[src/rtl/seg7_pkg.sv]
// ----------------------------------------------------------------------------
// seg7_pkg
// Shared definitions for the 7-segment scan controller.
//   - scan_state_t : scan FSM states (BLANK dead time, DRIVE one digit)
//   - BLANK_CODE   : BCD code that decodes to all segments off
//   - SEG_PATTERNS : segment patterns {a,b,c,d,e,f,g} (a = bit 6) per code
//   - seg_decode() : BCD nibble to active-high segment pattern
// ----------------------------------------------------------------------------
package seg7_pkg;

    typedef enum logic {
        BLANK = 1'b0,
        DRIVE = 1'b1
    } scan_state_t;

    localparam logic [3:0] BLANK_CODE = 4'hF;

    // Entry 15 is listed first; codes 10..15 are not digits and stay dark.
    localparam logic [15:0][6:0] SEG_PATTERNS = {
        7'b0000000,  // 15
        7'b0000000,  // 14
        7'b0000000,  // 13
        7'b0000000,  // 12
        7'b0000000,  // 11
        7'b0000000,  // 10
        7'b1111011,  // 9
        7'b1111111,  // 8
        7'b1110000,  // 7
        7'b1011111,  // 6
        7'b1011011,  // 5
        7'b0110011,  // 4
        7'b1111001,  // 3
        7'b1101101,  // 2
        7'b0110000,  // 1
        7'b1111110   // 0
    };

    function automatic logic [6:0] seg_decode(input logic [3:0] value);
        return SEG_PATTERNS[value];
    endfunction

endpackage

[src/rtl/seg7_scan_timer.sv]
// ----------------------------------------------------------------------------
// seg7_scan_timer
// Phase timer for the scan FSM. Counts clocks spent in the current phase and
// raises phase_done during the last clock of that phase.
// Ports:
//   clk        in  system clock
//   reset      in  asynchronous active-high reset
//   in_blank   in  1 while the FSM is in BLANK, 0 while in DRIVE
//   phase_done out  combinational strobe, high in the final clock of a phase
// ----------------------------------------------------------------------------
module seg7_scan_timer #(
    parameter int DWELL_CYCLES = 16000,
    parameter int BLANK_CYCLES = 160
) (
    input  logic clk,
    input  logic reset,
    input  logic in_blank,
    output logic phase_done
);

    localparam int MAX_LEN = (DWELL_CYCLES > BLANK_CYCLES) ? DWELL_CYCLES : BLANK_CYCLES;
    localparam int CNT_W   = (MAX_LEN > 1) ? $clog2(MAX_LEN) : 1;

    localparam logic [CNT_W-1:0] DWELL_LAST = CNT_W'(DWELL_CYCLES - 1);
    // With no dead time the only BLANK visit is the one out of reset; it lasts
    // a single clock so the scan starts as soon as possible.
    localparam logic [CNT_W-1:0] BLANK_LAST = (BLANK_CYCLES > 0) ? CNT_W'(BLANK_CYCLES - 1) : '0;

    logic [CNT_W-1:0] count;

    assign phase_done = (count == (in_blank ? BLANK_LAST : DWELL_LAST));

    // The counter restarts whenever a phase ends; phases only change then.
    always_ff @(posedge clk or posedge reset) begin
        if (reset) begin
            count <= '0;
        end else if (phase_done) begin
            count <= '0;
        end else begin
            count <= count + 1'b1;
        end
    end

endmodule

[src/rtl/seg7_scan_controller.sv]
// ----------------------------------------------------------------------------
// seg7_scan_controller
// Time-multiplexes one 7-segment bus across NUM_DIGITS common-select digits.
// A BCD frame is accepted into a pending buffer and only committed to the
// displayed (active) frame at a frame boundary, so a frame never tears.
// Each digit is preceded by BLANK_CYCLES of all-off dead time.
// Ports:
//   clk         in  system clock
//   reset       in  asynchronous active-high reset
//   digits_in   in  BCD frame, digit k at [4k+3:4k]
//   load_valid  in  frame offered
//   load_ready  out pending buffer empty
//   led_out     out segments {a,b,c,d,e,f,g}, active-high, registered
//   digit_sel   out one-hot digit enable, registered
//   frame_done  out one-clock pulse after each frame boundary
// Optional feature macro: SEG7_LEADING_ZERO_BLANK_EN
//   When defined, zero digits above the most significant non-zero digit are
//   shown dark (digit 0 always shows).
// ----------------------------------------------------------------------------
module seg7_scan_controller
    import seg7_pkg::*;
#(
    parameter int NUM_DIGITS   = 4,
    parameter int DWELL_CYCLES = 16000,
    parameter int BLANK_CYCLES = 160
) (
    input  logic                    clk,
    input  logic                    reset,
    input  logic [4*NUM_DIGITS-1:0] digits_in,
    input  logic                    load_valid,
    output logic                    load_ready,
    output logic [6:0]              led_out,
    output logic [NUM_DIGITS-1:0]   digit_sel,
    output logic                    frame_done
);

    localparam int IDX_W = $clog2(NUM_DIGITS);
    localparam logic [IDX_W-1:0]      LAST_IDX = IDX_W'(NUM_DIGITS - 1);
    localparam logic [NUM_DIGITS-1:0] SEL_ONE  = {{(NUM_DIGITS-1){1'b0}}, 1'b1};

    scan_state_t             state;
    scan_state_t             state_next;
    logic [IDX_W-1:0]        idx;
    logic [IDX_W-1:0]        idx_next;
    logic [4*NUM_DIGITS-1:0] active;
    logic [4*NUM_DIGITS-1:0] active_next;
    logic [4*NUM_DIGITS-1:0] pending;
    logic                    pending_full;
    logic                    phase_done;
    logic                    boundary;
    logic                    commit;
    logic [6:0]              led_next;
    logic [NUM_DIGITS-1:0]   sel_next;

`ifdef SEG7_LEADING_ZERO_BLANK_EN
    logic [NUM_DIGITS-1:0]   blank_mask;
    logic [NUM_DIGITS-1:0]   blank_mask_next;

    // Walk down from the top digit; everything until the first non-zero
    // digit is a leading zero. Digit 0 is never part of the mask.
    function automatic logic [NUM_DIGITS-1:0] leading_zero_mask(input logic [4*NUM_DIGITS-1:0] frame);
        logic [NUM_DIGITS-1:0] mask;
        logic                  seen_nonzero;
        mask         = '0;
        seen_nonzero = 1'b0;
        for (int k = NUM_DIGITS - 1; k >= 1; k--) begin
            if (frame[4*k +: 4] != 4'd0) begin
                seen_nonzero = 1'b1;
            end
            mask[k] = !seen_nonzero;
        end
        return mask;
    endfunction
`endif

    seg7_scan_timer #(
        .DWELL_CYCLES (DWELL_CYCLES),
        .BLANK_CYCLES (BLANK_CYCLES)
    ) u_timer (
        .clk        (clk),
        .reset      (reset),
        .in_blank   (state == BLANK),
        .phase_done (phase_done)
    );

    // The buffer flag is itself a flop, so ready comes straight off a register.
    assign load_ready = !pending_full;

    // Next state, scan index and frame commit.
    always_comb begin
        state_next  = state;
        idx_next    = idx;
        boundary    = 1'b0;
        if (phase_done) begin
            if (state == BLANK) begin
                state_next = DRIVE;
            end else begin
                boundary   = (idx == LAST_IDX);
                idx_next   = boundary ? '0 : idx + 1'b1;
                state_next = (BLANK_CYCLES == 0) ? DRIVE : BLANK;
            end
        end
        commit      = boundary && pending_full;
        active_next = commit ? pending : active;
    end

`ifdef SEG7_LEADING_ZERO_BLANK_EN
    always_comb begin
        blank_mask_next = commit ? leading_zero_mask(pending) : blank_mask;
    end
`endif

    // Outputs are computed from the next state so the registered pins change
    // on the same edge as the FSM and cannot glitch.
    always_comb begin
        sel_next = '0;
        led_next = '0;
        if (state_next == DRIVE) begin
            sel_next = SEL_ONE << idx_next;
            led_next = seg_decode(active_next[4*idx_next +: 4]);
`ifdef SEG7_LEADING_ZERO_BLANK_EN
            if (blank_mask_next[idx_next]) begin
                led_next = '0;
            end
`endif
        end
    end

    // State, frame buffers and registered outputs. A commit and a transfer
    // can never coincide since a full buffer holds ready low.
    always_ff @(posedge clk or posedge reset) begin
        if (reset) begin
            state        <= BLANK;
            idx          <= '0;
            active       <= {NUM_DIGITS{BLANK_CODE}};
            pending      <= '0;
            pending_full <= 1'b0;
            led_out      <= '0;
            digit_sel    <= '0;
            frame_done   <= 1'b0;
        end else begin
            state      <= state_next;
            idx        <= idx_next;
            active     <= active_next;
            led_out    <= led_next;
            digit_sel  <= sel_next;
            frame_done <= boundary;
            if (commit) begin
                pending_full <= 1'b0;
            end else if (load_valid && !pending_full) begin
                pending      <= digits_in;
                pending_full <= 1'b1;
            end
        end
    end

`ifdef SEG7_LEADING_ZERO_BLANK_EN
    always_ff @(posedge clk or posedge reset) begin
        if (reset) begin
            blank_mask <= '0;
        end else begin
            blank_mask <= blank_mask_next;
        end
    end
`endif

endmodule

[config.mk]
export PLATFORM = sky130hd
export DESIGN_NAME = seg7_scan_controller
export DESIGN_NICKNAME = d
export VERILOG_FILES = /design/src/rtl/seg7_pkg.sv /design/src/rtl/seg7_scan_timer.sv /design/src/rtl/seg7_scan_controller.sv
export SDC_FILE = /design/constraint.sdc
export NUM_CORES = 1
export LEC_CHECK = 0
export CORE_ASPECT_RATIO = 0.75
export CORE_MARGIN = 2
export CORE_UTILIZATION = 41
export CTS_CLUSTER_SIZE = 30
export DETAILED_ROUTE_END_ITERATION = 8
export HOLD_SLACK_MARGIN = 0.15
export SLEW_MARGIN = 15
export SYNTH_ARGS = -nofsm -noshare
export SYNTH_HDL_FRONTEND = slang
export SYNTH_SLANG_ARGS = --single-unit
[constraint.sdc]
create_clock -name clk -period 2.95 [get_ports clk]
set_clock_uncertainty 0.2 [all_clocks]
set_input_delay 0.59 -clock clk [delete_from_list [all_inputs] [get_ports clk]]
set_output_delay 0.59 -clock clk [all_outputs]
set_load 0.005 [all_outputs]
# Word-level counts from Yosys, hierarchy flattened
# Memories as Yosys holds them, arrays and structs flattened.
# Index checks and enable logic that the tools add are counted.
# op_classes
n_div,0
add_sub_neg,2
muxes,15
n_eq_ne,2
n_shift,2
order_cmp,1
n_mul,0
bitwise_logic,1
n_reduce_logical,5
# op_table
cell,n
14-bit two-way mux,2
16-bit two-way mux,1
16-bit by 5-bit variable part select with 4-bit output,1
"14-bit by 1-bit adder with 14-bit output, second input constant",1
14-bit == test,1
7-bit two-way mux,2
1-bit two-way mux,6
2-bit two-way mux,3
"4-bit by 5-bit less-than comparator with 1-bit output, second input constant",1
4-bit two-way mux,1
"1-bit by 2-bit left shift with 4-bit output, first input constant",1
"2-bit by 1-bit adder with 2-bit output, second input constant",1
"2-bit == test, second input constant",1
1-bit logical AND,2
2-bit AND reduction,1
2-bit nonzero test,1
1-bit logical NOT,1
1-bit inverter,1
# totals
rom_bits,112
ram_bits,0
output_inout_bits,13
elab_cells,38
ff_bits,62
in_bits,19
latchBits,0
memories,1
# mem_list
memory,depth,width,rd,rd_ports_with_merged_regs,wr,line_no,text
(no name shown),16,7,1,0,0,seg7_pkg.sv:39,return SEG_PATTERNS[value];

# Longest topological paths before layout
# Gate-level depths: netlist of run 1.
# logic_depth
depth_word,9
mapped_depth,13

# Hierarchy
# A second synthesis of run 1 with hierarchy kept.
# unflattened
cells_unflattened,222
area_unflattened_um2,2832.7
# by_module_without_submodules
module,cells_per_inst,area_each_um2,instances
seg7_scan_controller,150,2123.3,1
seg7_scan_timer,72,709.4,1

# Least setup slack after synthesis of run 1
# No wires, ideal clock.
# synth_timing
kind,reg2reg
from,reg u_timer.count[0]
to,reg led_out[3]
path_stages_with_launch,12
arrival_time_ns,2.833
setup_time_ns,0.129
synth_period_minus_slack_ns,3.163
slack_ns,-0.213
path_cell_list,dfrtp_1 > ha_1 > nand4_2 > or4_1 > buf_6 > mux2_4 > nor2b_1 > nor4_4 > ha_1 > inv_1 > mux2_2 > o21ai_0
# synth_between
elab_chain_len,8
elab_cells_between_ends,10
cone_classes,eq/ne (1); shift (1); mux (6); reduce/logical (1); memory (1)
# synth_rtl
element,line_no,text
from (decl),seg7_scan_timer.sv:29,logic [CNT_W-1:0] count;
from (signal assigned),seg7_scan_timer.sv:40,count <= count + 1'b1;
14-bit == test,seg7_scan_timer.sv:31,assign phase_done = (count == (in_blank ? BLANK_LAST : DWELL_LAST));
1-bit two-way mux,seg7_scan_controller.sv:94,if (phase_done) begin
1-bit logical AND,seg7_scan_controller.sv:103,commit = boundary && pending_full;
16-bit two-way mux,seg7_scan_controller.sv:104,active_next = commit ? pending : active;
via active_next[1],seg7_scan_controller.sv:46,logic [4*NUM_DIGITS-1:0] active_next;
16-bit by 5-bit variable part select with 4-bit output,seg7_scan_controller.sv:120,led_next = seg_decode(active_next[4*idx_next +: 4]);
memory 16 x 7 bit,-,
7-bit two-way mux (implied by the code),seg7_pkg.sv:39,
7-bit two-way mux,seg7_scan_controller.sv:118,if (state_next == DRIVE) begin
via led_next[3],seg7_scan_controller.sv:52,logic [6:0] led_next;
to (signal assigned),seg7_scan_controller.sv:145,led_out <= led_next;
to (decl),seg7_scan_controller.sv:32,"output logic [6:0] led_out,"
# The timed path passes the listed nets, and every way through them passes these cells. The select of a mux whose other input is x is not followed.
# A chain may end at the register's enable or synchronous reset.

# Worst setup path after layout of run 1
# layout_timing
from,reg u_timer.count[0]
to,reg led_out[2]
# The elaborated chain is that of the path after synthesis.

==> results of run 1 <==
## registers in the layout, indices dropped and copies added (netlist names)
| name | flops |
|---|---|
| led_out | 7 |
| state | 1 |
| digit_sel | 4 |
| frame_done | 1 |
| pending_full | 1 |
| u_timer.count | 14 |
| idx | 2 |
| pending | 16 |
| active | 16 |
## layout by cell type (no fill, tap or decap), drive strengths merged
cell and instances:
nor2b 5, clkbuf 10, bufinv 1, o21ai 8, xnor2 4, nor2 30
o22ai 4, and3 4, dfstp 16, clkinv 1, a21oi 3, nand2 11
xor2 8, inv 23, nand4 4, mux2i 19, o21a 1, ha 7
nor3 2, nand3 8, or2 1, or4 2, or3 1, buf 47
dfrtp 46, nand4b 3, clkinvlp 3, nor4 4, mux2 24, a21o 2
nand2b 3, and4 1, clkdlybuf4s50 31
## metal layers
layer  wire [um]  share of wire, %
met5           0                 0
met4          44              0.71
met3         286               4.6
met2        2567                42
met1        3271                53
## worst max-delay path, cell delays in order, from the launching register on
cell	delay, ns
dfrtp_1	0.39
ha_4	0.16
nand4_4	0.10
or4_4	0.62
mux2_4	0.34
nor2b_4	0.14
nor4_4	0.33
inv_2	0.11
ha_4	0.18
mux2i_1	0.14
o21ai_1	0.11
## cells by family after synthesis
family	Yosys count	synth area share, %
flops	62	54.25
compound gates	18	3.672
xor+xnor	12	3.628
simple gates	79	14.60
buf+inv	27	4.362
fa+ha+maj	7	3.024
mux	43	16.46
## stage by stage
stage	cells	TNS, ns	power (W)	util (%)	cell area, um^2
after global placement	396	-0.01545	0.0009866	52.73	3602
after global routing	421	-0.6453	0.001830	59.60	4071
after detailed placement	396	-0.2645	0.0009896	52.73	3602
after floorplan	248	-0.4366	0.0009435	-	2933
after CTS	412	0	0.001765	55.82	3814
final	421	-0.02198	0.001747	59.60	4071
## worst max-delay path by stage
| stage | from | to | slack (ns) | depth (start not counted) |
|---|---|---|---|---|
| finish | u_timer.count[0] | led_out[2] | -0.01 | 10 |
| global route | u_timer.count[0] | led_out[3] | -0.11 | 12 |
| CTS | idx[0] | led_out[6] | 0.01 | 11 |
| detailed placement | idx[0] | led_out[6] | -0.06 | 11 |
| global placement | idx[0] | led_out[6] | -0.02 | 11 |
| floorplan | idx[0] | led_out[3] | -0.12 | 12 |
## what timing repair did
| action | CTS | global route |
|---|---|---|
| resized for setup | 1 | 46 |
| buffers inserted | 0 | 9 |
| hold endpoints to repair | 0 | 0 |
| pin swaps | 0 | 13 |
| setup endpoints to repair | 7 | 7 |
| hold buffers | 0 | 0 |
## power breakdown
| group | switching [W] | internal [W] |
|---|---|---|
| clock | 0.000353 | 0.000416 |
| combinational | 0.0000261 | 0.0000468 |
| sequential | 0.0000254 | 0.000880 |
## cell type report
type                            count  area (um^2)  share of cell area, %
Clock inverter                      6        70.07                  1.721
Sequential cell                    62         1572                  38.60
Inverter                           22        82.58                  2.028
Clock buffer                       10        137.6                  3.380
Timing Repair Buffer               78        704.4                  17.30
Multi-Input combinational cell    159         1400                  34.39
Tap cell                           84        105.1                  2.581
==> flow_summary_export.csv, run 1 <==
group,metric,value,unit
yosys,synth_area_leader_cell,"dfrtp_1",
floorplanning,dieArea,7760,um^2
cells_and_area,fillCellCount,583,
global_routing,grt_pass1_vias,2025,
yosys,synth_edf_count,0,
drt,drtAntennaViolNets,0,
cells_and_area,nNetsFinal,358,
power_and_ir_drop,peakVddDrop,0.2738,mV
sta,holdWs,0.3157,ns
yosys,synth-seq-area-share,54.25,%
sta,slew_headroom,71.28,%
clock_tree,cts-htree-levels,3,
clock_tree,cts_buffers,9,
worst_setup_path,cp.arrival,2.99,ns
worst_setup_path,end_kind,"flip-flop",
sta,setup_viol,2,
run,maxCapViolCount,0,
clock_tree,cts_buffer_depth,2,
yosys,synthCells,248,
place,dpl.hpwl,4446,um
cells_and_area,drive_gt1_share,41.54,%
yosys,ys_ff_latch,62,
yosys,synthTopCellsByCount,"dfrtp_1 (46), nor2_1 (30), mux2_2 (23)",
yosys,async_flop_share,100.0,%
status,violations,"negative setup slack",
cells_and_area,area_growth,40.56,%
worst_setup_path,r2r-end,"led_out[2]",
sta,max_freq,337.3,MHz
cells_and_area,num_antenna_cells,0,
clock_tree,cts_tree,"done",
yosys,synthDistinctLibCells,40,
status,status,"complete, but fails checks",
global_routing,grt_use_met1,26.17,%
clock_tree,cts.sinks,62,
worst_setup_path,r2r-start,"u_timer.count[0]",
worst_hold_path,min_delay_path_depth,2,
sta,fin_ws,-0.01438,ns
yosys,synth_area_leaders,"dfrtp_1 (40%), dfstp_2 (15%), mux2_2 (8.9%)",
worst_setup_path,critPathKind,"reg -> reg",
global_routing,grt_busiest_layer,"met1",
worst_hold_path,hold_end,"active[6]",
worst_hold_path,min_path_type,"reg -> reg",
worst_setup_path,worst_setup_path_start_kind,"flip-flop",
place,io_buffers,31,
floorplanning,io-pin-count,32,
global_routing,overflow,0,
place,place_ws,-0.06347,ns
drt,wl,6170,um
floorplanning,chipHeight,76.79,um
global_routing,grt_pass1_wl,10040,um
sta,worst_pin_slew,0.4302,ns
global_routing,antenna_found_initial,0,
global_routing,grt_util_met3,6.837,%
floorplanning,coreArea,6832,um^2
global_routing,grt_max_degree,29,
power_and_ir_drop,p_leak,1.952,nW
sta,fin_crit_sh,100.5,%
clock_tree,clk_latency,0.35,ns
drt,drc,0,
worst_setup_path,required,2.98,ns
yosys,syn_area_per_cell,11.68,um^2
drt,viasPerCell,4.827,
clock_tree,root_buffer,"clkbuf_8",
yosys,syn_area,2897,um^2
drt,drt_iter0_drc,80,
yosys,yosys.area.top_type_share,39.74,%
floorplanning,rows,26,
floorplanning,start_util,42.40,%
yosys,yosys_warnings,0,
global_routing,gr-usage-met2,22.05,%
power_and_ir_drop,p_per_area,429.1,nW/um^2
drt,wire_per_inst,14.66,um
drt,firstDrtPassIters,4,
worst_setup_path,reg2reg_depth,10,
clock_tree,clk_pin_slew,0.07,ns
worst_setup_path,r2r_slack,-0.01,ns
floorplanning,die_w,101.1,um
worst_setup_path,crit_path_max_fanout,4,
sta,finalMaxSlewViolations,0,
place,gp_congestion,0.8227,
sta,rsz0062_at_grt,"true",
yosys,synth_fp_nets,274,
worst_hold_path,hp-start,"pending[6]",
yosys,yosysMostFrequentCell,"dfrtp_1",
sta,min_period,2.964,ns
drt,vias,2032,
sta,finalHoldViolCount,0,
yosys,synth_ff_type,"dfrtp_1",
global_routing,gr-usage-all-layers,17.25,%
Note: power is estimated with default switching activity, not from simulation.
==> run 2, diff against run 1 <==
REMOVE_ABC_BUFFERS = 1   (was unset)
clock period = 3.8 ns   (was 2.95 ns; I/O delays follow)
==> flow_summary_export.csv, run 2 (same netlist as run 1, synthesis figures left out) <==
group,metric,value,unit
status,status,"finished, final reports clean",
global_routing,overflow,0,
power_and_ir_drop,finalPower,0.001290,W
clock_tree,cts-htree-levels,3,
place,gp_congestion,0.8736,
worst_setup_path,critPathKind,"reg -> reg",
drt,wire_per_inst,13.80,um
place,io_buffers,31,
global_routing,gr-usage-all-layers,15.14,%
power_and_ir_drop,p_leak,1.737,nW
clock_tree,cts.sinks,62,
worst_hold_path,min_path_type,"reg -> reg",
cells_and_area,fin_cells,382,
sta,fin_setup_tns,0,ns
cells_and_area,mostFrequentLayoutCells,"dfrtp_1 (46), clkdlybuf4s50_1 (31), nor2_1 (30)",
floorplanning,coreArea,6832,um^2
sta,slew_headroom,44.60,%
drt,drc,0,
floorplanning,io-pin-count,32,
clock_tree,post_cts_buffers,0,
floorplanning,start_util,42.40,%
floorplanning,die_w,101.1,um
drt,drtAntennaViolNets,0,
cells_and_area,area_growth,21.68,%
worst_setup_path,worst_setup_path_start_kind,"flip-flop",
clock_tree,cts_resized,0,
run,maxCapViolCount,0,
power_and_ir_drop,p_per_area,366.0,nW/um^2
drt,firstDrtPassIters,4,
clock_tree,cts_hold_buf,0,
worst_setup_path,slowest_stage,"or4_1",
floorplanning,chipHeight,76.79,um
clock_tree,cts_tree,"done",
worst_setup_path,path_delay_family,"simple AND/OR/NAND/NOR gates",
drt,wl,5271,um
worst_setup_path,crit_top_cell,"ha_1",
power_and_ir_drop,peakVddDrop,0.2009,mV
place,dpl.hpwl,3919,um
sta,min_period,3.414,ns
global_routing,grt_pass1_wl,9045,um
cells_and_area,nNetsFinal,319,
floorplanning,dieArea,7760,um^2
clock_tree,clk_pin_slew,0.07,ns
floorplanning,rows,26,
clock_tree,cts_buffer_depth,2,
worst_setup_path,crit_path_max_fanout,7,
sta,fin_crit_sh,89.83,%
drt,viasPerCell,4.919,
cells_and_area,top_regs,"active x16, pending x16, u_timer.count x14",
sta,rsz0062_at_grt,"false",
clock_tree,root_buffer,"clkbuf_8",
worst_setup_path,critical_path.cell_chain,"ha_1, nand4_2, or4_1, mux2_4, nor2b_1, nor4_4, ha_1, inv_1, mux2_2, o21ai_0",
worst_setup_path,cpPeakStageDelay,0.66,ns
drt,vias,1879,
global_routing,grt_pass1_vias,1782,
sta,worst_pin_slew,0.8309,ns
worst_setup_path,cp_num_buf_inv,1,
sta,setup_viol,0,
worst_setup_path,required,3.81,ns
sta,finalHoldViolCount,0,
global_routing,antenna_found_initial,0,
worst_setup_path,end_kind,"flip-flop",
global_routing,grt_max_degree,34,
clock_tree,cts_buffers,9,
worst_setup_path,r2r_slack,0.39,ns
cells_and_area,final_common_cell,"dfrtp_1",
cells_and_area,num_antenna_cells,0,
drt,drt_iter0_drc,50,
cells_and_area,drive_gt1_share,23.83,%
worst_setup_path,cp.arrival,3.43,ns
place,dp.cells,366,
clock_tree,clk_latency,0.34,ns
sta,finalMaxSlewViolations,0,
cells_and_area,fillCellCount,610,
sta,max_freq,292.9,MHz
-- run 2: changes by cell type in the layout (fill, tap and decap cells not counted), sizes merged --
cell / before / now
clkinv: 1 / 3
clkinvlp: 3 / 1
buf: 47 / 8
clkbuf: 10 / 11
inv: 23 / 22
-- run 2: metrics by stage --
| stage | worst slack [ns] | hold WS (ns) | utilization, % | instance area [um^2] |
|---|---|---|---|---|
| 2_1_floorplan | 0.2985 | 0.2479 | - | 2853 |
| 3_3_place_gp | 0.5138 | 0.2617 | 48.90 | 3341 |
| 3_5_place_dp | 0.4372 | 0.2699 | 48.90 | 3341 |
| 4_1_cts | 0.3906 | 0.2800 | 51.59 | 3525 |
| 5_1_grt | 0.06325 | 0.3237 | 51.59 | 3525 |
| 6_report | 0.3864 | 0.2763 | 51.59 | 3525 |
-- run 2: power by group --
part           leakage (nW)  internal, W  switching, W  total [W]
combinational         0.887    0.0000349     0.0000195  0.0000544
sequential            0.757     0.000683     0.0000147   0.000698
clock                0.0931     0.000299      0.000238   0.000538
total                  1.74      0.00102      0.000273    0.00129
-- run 2: layout make-up --
type / instances / area [um^2] / share of cell area [%]
multi-input cells: 159 / 1199 / 34.01
flip-flops and latches: 62 / 1572 / 44.59
clock inverters: 5 / 52.55 / 1.491
inverters: 22 / 82.58 / 2.343
well taps: 84 / 105.1 / 2.982
repair buffers: 39 / 382.9 / 10.86
clock buffers: 11 / 131.4 / 3.727
-- run 2: metal layers --
metal	up-vias	global-route usage [%]	wire length [um]
li1	935	-	-
met1	901	23.66	2878
met2	39	18.87	2097
met3	4	5.105	247
met4	0	5.676	47
met5	-	0	0
-- run 2: path summary, 6_finish.rpt --
path / cells past startpoint / startpoint / endpoint
worst max-delay path: 10 / u_timer.count[0] / led_out[3]
worst max register to register: 10 / u_timer.count[0] / led_out[3]
max in group asynchronous: 3 / reset / active[11]
worst min register to register: 1 / u_timer.count[0] / u_timer.count[0]
worst min-delay path: 1 / u_timer.count[0] / u_timer.count[0]
min in group asynchronous: 2 / reset / u_timer.count[3]
-- run 2: worst reg2reg max path: cells and delay by family (launching register included) --
kind                       cells  cell delay, ns
DFF                            1            0.38
buffers and inverters          1            0.09
muxes                          2            0.50
and+or+nand+nor                4            1.49
AOI/OAI and AO/OA              1            0.07
adders and majority gates      2            0.58
==> run 3, diff against run 2 <==
CORE_ASPECT_RATIO = 1.5   (was 0.75)
HOLD_SLACK_MARGIN = unset   (was 0.15)
==> flow_summary_export.csv, run 3 (same netlist as run 1, synthesis figures left out) <==
group,metric,value,unit
cells_and_area,drive_gt1_share,23.23,%
sta,fin_setup_tns,0,ns
clock_tree,cts_hold_buf,0,
status,status,"finished, final reports clean",
sta,setup_viol,0,
clock_tree,cts_tree,"done",
drt,wire_per_inst,13.71,um
worst_setup_path,startpoint,"u_timer.count[0]",
power_and_ir_drop,finalPower,0.001324,W
worst_hold_path,hold_end,"u_timer.count[0]",
sta,worst_pin_slew,0.8132,ns
global_routing,grt_max_degree,33,
cells_and_area,fillCellCount,634,
worst_setup_path,r2r-end,"led_out[3]",
clock_tree,root_buffer,"clkbuf_8",
drt,firstDrtPassIters,4,
place,io_buffers,31,
sta,fin_crit_sh,90.59,%
global_routing,gr-usage-all-layers,15.47,%
global_routing,antenna_found_initial,0,
drt,vias,1904,
cells_and_area,mostFrequentLayoutCells,"dfrtp_1 (46), clkdlybuf4s50_1 (31), nor2_1 (30)",
sta,min_period,3.442,ns
floorplanning,die_w,72.63,um
sta,slew_headroom,45.79,%
cells_and_area,final_common_cell,"dfrtp_1",
sta,max_freq,290.5,MHz
drt,viasPerCell,5.077,
cells_and_area,nNetsFinal,319,
power_and_ir_drop,p_leak,1.741,nW
worst_setup_path,worst_setup_path_start_kind,"flip-flop",
worst_setup_path,critPathKind,"reg -> reg",
floorplanning,dieArea,7767,um^2
worst_setup_path,required,3.86,ns
sta,finalMaxSlewViolations,0,
global_routing,grt_pass1_wl,9163,um
floorplanning,coreArea,6852,um^2
floorplanning,chipHeight,106.9,um
power_and_ir_drop,p_per_area,375.4,nW/um^2
run,maxCapViolCount,0,
drt,drt_iter0_drc,74,
clock_tree,cts_resized,0,
sta,holdWs,0.2869,ns
sta,finalHoldViolCount,0,
clock_tree,clk_latency,0.34,ns
drt,drtAntennaViolNets,0,
worst_hold_path,min_path_type,"reg -> reg",
worst_setup_path,r2r-start,"u_timer.count[0]",
cells_and_area,top_regs,"active x16, pending x16, u_timer.count x14",
worst_setup_path,r2r_slack,0.36,ns
clock_tree,cts-htree-levels,3,
floorplanning,rows,37,
drt,wl,5142,um
power_and_ir_drop,peakVddDrop,0.2735,mV
clock_tree,cts_buffers,9,
floorplanning,start_util,42.28,%
worst_hold_path,hp-start,"u_timer.count[0]",
global_routing,grt_pass1_vias,1942,
floorplanning,io-pin-count,32,
worst_setup_path,end_kind,"flip-flop",
place,dpl.hpwl,3784,um
clock_tree,clk_pin_slew,0.07,ns
global_routing,overflow,0,
sta,rsz0062_at_grt,"false",
drt,drc,0,
clock_tree,cts_buffer_depth,2,
clock_tree,cts.sinks,62,
cells_and_area,num_antenna_cells,0,
worst_hold_path,min_delay_path_depth,1,
worst_setup_path,crit_path_max_fanout,10,
clock_tree,post_cts_buffers,0,
worst_setup_path,reg2reg_depth,11,
cells_and_area,area_growth,21.73,%
worst_setup_path,cp.arrival,3.50,ns
place,gp_congestion,0.7780,
## run 3: cell types whose count changed in the layout (fill, tap and decap cells not counted), sizes merged
| cell | before | now |
|---|---|---|
| clkinvlp | 1 | 0 |
| clkbuf | 11 | 14 |
| clkinv | 3 | 0 |
## run 3: cell type report
cell class	count	area, um^2	share of cell area (%)
Sequential cell	62	1572	44.57
Tap cell	78	97.59	2.768
Timing Repair Buffer	39	382.9	10.86
Multi-Input combinational cell	159	1199	34.00
Inverter	22	82.58	2.342
Clock inverter	1	30.03	0.8517
Clock buffer	14	162.7	4.613
## run 3: metal layers
layer | vias to the layer above | GRT usage (%) | part of all wire, %
li1 | 929 | - | -
met1 | 936 | 19.72 | 46
met2 | 30 | 23.70 | 49
met3 | 9 | 4.323 | 3.1
met4 | 0 | 7.937 | 1.9
met5 | - | 0 | 0
## run 3: worst max path at each step
stage                       endpoint  slack (ns)  cells after the start
final                     led_out[3]        0.36                     11
after global routing      led_out[6]        0.06                     11
after CTS                 led_out[6]        0.34                     11
after detailed placement  led_out[6]        0.38                     11
after global placement    led_out[6]        0.45                     11
after floorplan           led_out[3]        0.30                     10
## run 3: worst max-delay path: stages, from the launching register on
cell,delay (ns)
dfrtp_1,0.38
ha_1,0.24
nand4_2,0.17
or4_1,0.67
buf_4,0.26
mux2i_1,0.22
o22ai_1,0.12
nor2_1,0.37
inv_1,0.12
ha_1,0.23
mux2_2,0.26
o21ai_0,0.13
## run 3: power breakdown
| group | internal, W | total (W) | switching, W |
|---|---|---|---|
| clock | 0.000336 | 0.000573 | 0.000237 |
| sequential | 0.000683 | 0.000696 | 0.0000131 |
| combinational | 0.0000349 | 0.0000540 | 0.0000191 |
| total | 0.00105 | 0.00132 | 0.000269 |
## run 3: through the flow
stage / util (%) / instances / setup slack [ns] / instance area (um^2)
floorplan: - / 243 / 0.2985 / 2853
global placement: 48.65 / 360 / 0.4546 / 3333
detailed placement: 48.65 / 360 / 0.3754 / 3333
CTS: 51.46 / 375 / 0.3368 / 3526
global route: 51.46 / 375 / 0.05537 / 3526
finish: 51.46 / 375 / 0.3576 / 3526
